`src/rtl/module_fsm_alu.sv`:
```
// module_fsm_alu: handshaked add/sub/accumulate/clear controller.
// Ports: clk, rst (async low), start, op, num_a, num_b -> result, ovf, busy, done, state.
// Optional build macro FSM_ALU_SAT_EN: accumulate saturates instead of wrapping.
module module_fsm_alu #(
  parameter int WIDTH = 12
) (
  input  logic             clk,
  input  logic             rst,
  input  logic             start,
  input  logic [1:0]       op,
  input  logic [WIDTH-1:0] num_a,
  input  logic [WIDTH-1:0] num_b,
  output logic [WIDTH:0]   result,
  output logic             ovf,
  output logic             busy,
  output logic             done,
  output logic [1:0]       state
);

  localparam logic [1:0] IDLE   = 2'b00;
  localparam logic [1:0] EXEC   = 2'b01;
  localparam logic [1:0] FINISH = 2'b10;

  localparam logic [1:0] OP_ADD = 2'b00;
  localparam logic [1:0] OP_SUB = 2'b01;
  localparam logic [1:0] OP_ACC = 2'b10;
  localparam logic [1:0] OP_CLR = 2'b11;

  logic [1:0]       state_q;
  logic [1:0]       next_state;
  logic             start_q;
  logic             trig;
  logic [WIDTH-1:0] a_q;
  logic [WIDTH-1:0] b_q;
  logic [1:0]       op_q;
  logic [WIDTH:0]   acc_q;

  logic [WIDTH:0]   sum_ab;
  logic [WIDTH:0]   diff_ab;
  logic             borrow;
  logic [WIDTH+1:0] acc_sum;
  logic             acc_carry;

  logic [WIDTH:0]   alu_res;
  logic             alu_ovf;
  logic [WIDTH:0]   acc_nxt;
  logic             acc_we;

  logic is_add;
  logic is_sub;
  logic is_acc;
  logic is_clr;

  // Rising edge only; start_q resets high so a level held
  // through reset release is not seen as an edge.
  assign trig = start & ~start_q;

  always_comb begin
    next_state = IDLE;
    unique case (state_q)
      IDLE:    next_state = trig ? EXEC : IDLE;
      EXEC:    next_state = FINISH;
      FINISH:  next_state = IDLE;
      default: next_state = IDLE;
    endcase
  end

  assign is_add = (op_q == OP_ADD);
  assign is_sub = (op_q == OP_SUB);
  assign is_acc = (op_q == OP_ACC);
  assign is_clr = (op_q == OP_CLR);

  // WIDTH+1 bits hold any A+B, so add never overflows.
  assign sum_ab  = {1'b0, a_q} + {1'b0, b_q};
  assign diff_ab = {1'b0, a_q} - {1'b0, b_q};
  assign borrow  = (a_q < b_q);

  // One extra bit above acc width exposes the carry-out.
  assign acc_sum   = {1'b0, acc_q} + {2'b00, a_q};
  assign acc_carry = acc_sum[WIDTH+1];

  always_comb begin
    alu_res = '0;
    alu_ovf = 1'b0;
    acc_nxt = acc_q;
    acc_we  = 1'b0;
    unique case (1'b1)
      is_add: begin
        alu_res = sum_ab;
        alu_ovf = 1'b0;
      end
      is_sub: begin
        alu_res = diff_ab;
        alu_ovf = borrow;
      end
      is_acc: begin
        acc_we  = 1'b1;
`ifdef FSM_ALU_SAT_EN
        acc_nxt = acc_carry ? '1 : acc_sum[WIDTH:0];
`else
        acc_nxt = acc_sum[WIDTH:0];
`endif
        alu_res = acc_nxt;
        alu_ovf = acc_carry;
      end
      is_clr: begin
        acc_we  = 1'b1;
        acc_nxt = '0;
        alu_res = '0;
        alu_ovf = 1'b0;
      end
      default: begin
        alu_res = '0;
        alu_ovf = 1'b0;
      end
    endcase
  end

  always_ff @(posedge clk or negedge rst) begin
    if (!rst) begin
      state_q <= IDLE;
      start_q <= 1'b1;
      a_q     <= '0;
      b_q     <= '0;
      op_q    <= OP_ADD;
      acc_q   <= '0;
      result  <= '0;
      ovf     <= 1'b0;
      busy    <= 1'b0;
      done    <= 1'b0;
    end else begin
      state_q <= next_state;
      start_q <= start;
      busy    <= (next_state != IDLE);
      done    <= (state_q == EXEC);
      if (state_q == IDLE && trig) begin
        a_q  <= num_a;
        b_q  <= num_b;
        op_q <= op;
      end
      if (state_q == EXEC) begin
        result <= alu_res;
        ovf    <= alu_ovf;
        if (acc_we) begin
          acc_q <= acc_nxt;
        end
      end
    end
  end

  assign state = state_q;

endmodule
```
`config.mk`:
```
export PLATFORM = sky130hd
export DESIGN_NAME = module_fsm_alu
export DESIGN_NICKNAME = d
export VERILOG_FILES = /design/src/rtl/module_fsm_alu.sv
export SDC_FILE = /design/constraint.sdc
export NUM_CORES = 1
export LEC_CHECK = 0
export CAP_MARGIN = 20
export CORE_MARGIN = 3
export CORE_UTILIZATION = 56
export CTS_CLUSTER_DIAMETER = 80
export DETAILED_ROUTE_END_ITERATION = 8
export GPL_ROUTABILITY_DRIVEN = 0
export GPL_TIMING_DRIVEN = 0
export PLACE_DENSITY = 0.81
export SYNTH_ARGS = -nofsm -noshare
export SYNTH_HDL_FRONTEND = slang
export SYNTH_SLANG_ARGS = --single-unit
```
`constraint.sdc`:
```
create_clock -name clk -period 3.3 [get_ports clk]
set_clock_uncertainty 0.1 [all_clocks]
set_input_delay 0.495 -clock clk [delete_from_list [all_inputs] [get_ports clk]]
set_output_delay 0.495 -clock clk [all_outputs]
set_load 0.05 [all_outputs]
```
# Word level (Yosys, flattened, before mapping)
# Cells that the tools add are included.
dict set report word_totals {
  latchBits 0
  mem_bits_ro 0
  reg_bits 58
  word_cells 33
  n_memories 0
  input_bits 29
  out_inout_bits 18
  ram_bits 0
}
dict set report op_classes {
  n_reduce_logical 7
  mul 0
  eq_ne 4
  n_mux 6
  div 0
  add_sub_neg 3
  n_bitwise 2
  n_shift 0
  magnitude_cmp 1
}
# operator n
set ops {}
lappend ops {{13-bit case mux with 3 select lines} 1}
lappend ops {{13-bit case mux with 2 select lines} 1}
lappend ops {{13-bit by 12-bit adder with 14-bit output} 1}
lappend ops {{12-bit by 12-bit adder with 13-bit output} 1}
lappend ops {{12-bit by 12-bit subtractor with 13-bit output} 1}
lappend ops {{12-bit less-than comparator} 1}
lappend ops {{2-bit by 1-bit equality test with 1-bit output (second input constant)} 2}
lappend ops {{2-bit equality test (second input constant)} 2}
lappend ops {{2-bit zero test} 2}
lappend ops {{2-bit case mux with 2 select lines} 1}
lappend ops {{2-bit nonzero test} 2}
lappend ops {{3-bit AND reduction} 1}
lappend ops {{1-bit 2-to-1 mux} 2}
lappend ops {{1-bit case mux with 2 select lines} 1}
lappend ops {{2-bit OR reduction} 1}
lappend ops {{1-bit bitwise AND} 1}
lappend ops {{1-bit logical AND} 1}
lappend ops {{1-bit NOT} 1}

# Logic depth before layout (Yosys ltp)
dict set report logic_depth {
  word_depth 5
  mapped_depth 10
  mapped_depth_nobuf 10
}

# Least setup slack after synthesis
# OpenSTA, ideal clock, no wires.
dict set report synth_path {
  path_kind {register -> register}
  start {reg a_q[0]}
  end {reg result[12]}
  arrival_time_ns 2.195
  setup_ns 0.138
  path_buffers 0
  slack_ns 0.867
  stages_incl_launch_ff 10
  cell_sequence {dfrtp_1 ha_1 fa_1 a21oi_1 o21ai_1 a21o_1 a2111oi_0 o21ai_0 nand3b_1 o211ai_1}
}
dict set report synth_via {
  elab_chain_len 2
  word_cells_on_any_way 4
}
# element line_no
set synth_rtl {}
lappend synth_rtl {{start, declared} 33} ;# logic [WIDTH-1:0] a_q;
lappend synth_rtl {{start signal, assigned} 137} ;# a_q <= num_a;
lappend synth_rtl {{13-bit by 12-bit adder with 14-bit output, or another cell as far along} 79} ;# assign acc_sum = {1'b0, acc_q} + {2'b00, a_q};
lappend synth_rtl {{13-bit case mux with 3 select lines *} 87} ;# unique case (1'b1)
lappend synth_rtl {{end signal, assigned} 142} ;# result <= alu_res;
lappend synth_rtl {{end, declared} 13} ;# output logic [WIDTH:0] result,
# Every way passes the cells marked *; elsewhere a longest branch is shown, timed or not.
# A chain may end at the register's enable or synchronous reset.

# Worst setup path in the final report
# Same ends and word-level chain as after synthesis.

==> results.toml <==
[floorplanning]
core_sq_mm = 0.00646
fp-row-count = 29
ioPinCount = 47
die-area_sq_mm = 0.00784
die_x_microns = 88.5
initial_core_util_pct = 59.1
dieHeight_microns = 88.5

[cts]
cts_tree = "done"
clk_pin_slew_ps = 70
clock-sinks = 57
ctsResizeCount = 0
clk_latency_ps = 340
ctsHtreeMaxLevel = 3
clock-root-buffer = "clkbuf_8"
cts_buffers = 9
clk_path_buf_depth = 2

[global_routing]
grt-busiest-layer = "met2"
grt_overflow = 0
grt_pass1_vias = 3393
grt_max_degree = 40
antenna_found_initial = 0
grt_util_met2_pct = 45.2
met3_usage_pct = 4.47
grt.met1_usage_pct = 36.3
globalRouteTotalUtil_pct = 27.4
grt_pass1_wl_microns = 16500

[synthesis]
async_reset_ff_share_pct = 100
yosysSeqAreaShare_pct = 37.4
netlist_area_sq_mm = 0.00381
syn_inst = 408
synth_edf_count = 0
yosys_register_bits = 57
ys_warn_count = 0
synth_ff_type = "dfrtp_1"
ys_types = 63
avgSynthCellArea_sq_um = 9.35
synth.net_count = 480

[sta]
final_max_slew_viol_count = 0
slew_headroom_pct = 46.1
max_freq_mhz = 355
fin_crit_sh_pct = 85.4
rsz0062_at_grt = "no"
hold_ws_ps = 389
finalSetupViolCount = 0
fin_crit_ps = 2820
tightestPinTransition_ps = 806
hold_viol = 0
setup_tns_ps = 0

[worst_setup_path]
worst_setup_path_start_kind = "flop"
crit_required_ps = 3410
critPathMaxStageDelay_ps = 530
critical_path_buf_inv_count = 0
r2r_cells = 9
path_class = "reg -> reg"
path_cells = "ha_1 -> fa_1 -> a21oi_1 -> o21ai_1 -> a21o_1 -> a2111oi_0 -> o21ai_0 -> nand3b_1 -> o211ai_1"
crit_path_end = "result[12]"
critPathSlowestCell = "a2111oi_0"
r2r-start = "a_q[0]"
reg2reg_slack_ps = 480
worstSetupPathDepth = 9
cp_max_fo = 3
cp_top_family = "compound AO/OA/AOI/OAI gates"
cp_data_arrival_time_ps = 2930
endpoint_kind = "flop"
crit_path_start = "a_q[0]"
reg2reg_to = "result[12]"

[detailed_routing]
detail-route-antenna-nets = 0
first_iter_violations = 290
viasPerCell = 6.05
route.detailed.drc = 0
drt-total-wl_microns = 9720
num_vias = 3320
dr.pass1.iters = 6
wl_per_cell_microns = 17.7

[hold_path]
min_path_type = "reg -> reg"

[finish]
n_fill_cell = 489
fin_util_pct = 71.2
drive_gt1_share_pct = 9.53
finalNetCount = 539
diodes = 0
area_growth_pct = 20.5
multi_input_area_sq_mm = 0.00219
seq_area_sq_mm = 0.00143

[run_status]
status = "finished, final reports clean"

[power]
max-vdd-ir-drop_v = 0.000414
p_leak_nw = 2.15
power_density_mw_per_mm2 = 842

[job]
max-cap-violations = 0

[place]
numPortBuffers = 46
hpwl_microns = 7300
==> per-stage QoR <==
stage | instance area (sq um) | cells | worst slack (ps) | power (mW)
after floorplan | 3810 | 408 | 867 | 2.61
after global placement | 4370 | 531 | -120 | 3.08
after detailed placement | 4390 | 532 | 414 | 3.16
after CTS | 4600 | 549 | 471 | 3.86
after global routing | 4600 | 549 | 234 | 4.15
final | 4600 | 549 | 481 | 3.87
==> worst min-delay path by stage <==
| stage | depth (start not counted) | from | slack (ps) | end |
|---|---|---|---|---|
| floorplan | 0 | rst | 100 | a_q[0] |
| global placement | 2 | acc_q[11] | 360 | acc_q[11] |
| detailed placement | 1 | rst | 360 | a_q[9] |
| CTS | 1 | acc_q[2] | 390 | acc_q[2] |
| global route | 1 | acc_q[2] | 410 | acc_q[2] |
| finish | 1 | acc_q[2] | 390 | acc_q[2] |
==> routing by layer <==
metal,vias up,wire length (microns)
met1,1596,4160
met2,140,4700
met3,23,627
met4,0,233
li1,1561,-
met5,-,0
==> state kept, by name (all words and copies together), names as in the netlist <==
signal   count
busy         1
result      13
done         1
b_q         12
state        1
a_q         12
ovf          1
op_q         2
start_q      1
acc_q       13
==> cells in the mapped netlist, types with 3 or more instances <==
cell type  instances  share of area [%]
nand2_1           65                6.4
dfrtp_1           56                 37
ha_1              40                 13
inv_1             30                3.0
o21ai_0           27                3.5
a21oi_1           20                2.6
nor2_1            15                1.5
xnor2_1           14                3.2
clkbuf_1          13                1.3
mux2_2            11                3.2
nand3_1            9                1.2
nor3_1             8                1.0
a21o_1             7                1.4
xor2_1             7                1.6
o211ai_1           6                1.2
a22o_1             5                1.1
a211o_1            4               0.92
a211oi_1           4               0.79
a22oi_1            4               0.79
o21bai_1           4               0.79
and3_1             3               0.49
buf_4              3               0.59
fa_1               3                1.6
o2111ai_1          3               0.69
==> repair_timing <==
action / CTS / global route
buffers inserted: 0 / 0
setup endpoints to repair: 0 / 0
hold buffers: 1 / 0
hold endpoints to repair: 7 / 0
==> layout make-up <==
cell class | count | share of cell area [%]
clock inverter | 3 | 0.871
multi-input combinational | 302 | 47.6
tap | 77 | 2.10
timing repair buffer | 48 | 10.6
inverter | 31 | 2.53
clock buffer | 13 | 3.46
buffer | 18 | 1.77
sequential | 57 | 31.1
==> logic make-up after synthesis <==
logic type | Yosys count | share of synthesized area (%)
AO/OA/AOI/OAI | 112 | 21.0
XOR/XNOR | 21 | 4.82
adder cells (fa/ha/maj) | 43 | 14.7
buffers and inverters | 49 | 5.18
flip-flops | 57 | 37.4
multiplexers | 12 | 3.51
AND/OR/NAND/NOR | 114 | 13.4
==> power by group <==
| group | switching (mW) | total (mW) | internal (mW) |
|---|---|---|---|
| registers | 0.174 | 1.08 | 0.910 |
| clock network | 0.287 | 0.675 | 0.388 |
| logic | 1.26 | 2.11 | 0.853 |
==> worst reg2reg max path, stage by stage, from the launching register on <==
cell	delay (ps)
dfrtp_1	420
ha_1	250
fa_1	420
a21oi_1	230
o21ai_1	120
a21o_1	200
a2111oi_0	530
o21ai_0	180
nand3b_1	140
o211ai_1	100
==> cell usage in the layout (no fill, tap or decap), types with 2 or more instances in the layout <==
| cell | synthesis | final |
|---|---|---|
| a211o_1 | 4 | 4 |
| a211oi_1 | 4 | 4 |
| a21boi_1 | 2 | 2 |
| a21o_1 | 7 | 7 |
| a21oi_1 | 20 | 20 |
| a221oi_1 | 2 | 2 |
| a221oi_2 | 2 | 2 |
| a22o_1 | 5 | 5 |
| a22oi_1 | 4 | 4 |
| and2_1 | 2 | 2 |
| and3_1 | 3 | 3 |
| buf_2 | 2 | 3 |
| buf_4 | 3 | 3 |
| clkbuf_1 | 13 | 15 |
| clkbuf_8 | 0 | 11 |
| clkdlybuf4s50_1 | 0 | 45 |
| clkinv_2 | 0 | 2 |
| dfrtp_1 | 56 | 56 |
| fa_1 | 3 | 3 |
| ha_1 | 40 | 40 |
| inv_1 | 30 | 30 |
| mux2_2 | 11 | 11 |
| nand2_1 | 65 | 65 |
| nand2b_1 | 2 | 2 |
| nand3_1 | 9 | 9 |
| nor2_1 | 15 | 15 |
| nor2b_1 | 2 | 2 |
| nor3_1 | 8 | 8 |
| o2111ai_1 | 3 | 3 |
| o211ai_1 | 6 | 6 |
| o21ai_0 | 27 | 27 |
| o21bai_1 | 4 | 4 |
| o31ai_1 | 2 | 2 |
| xnor2_1 | 14 | 14 |
| xor2_1 | 7 | 7 |
(Power assumes the default switching activity.)
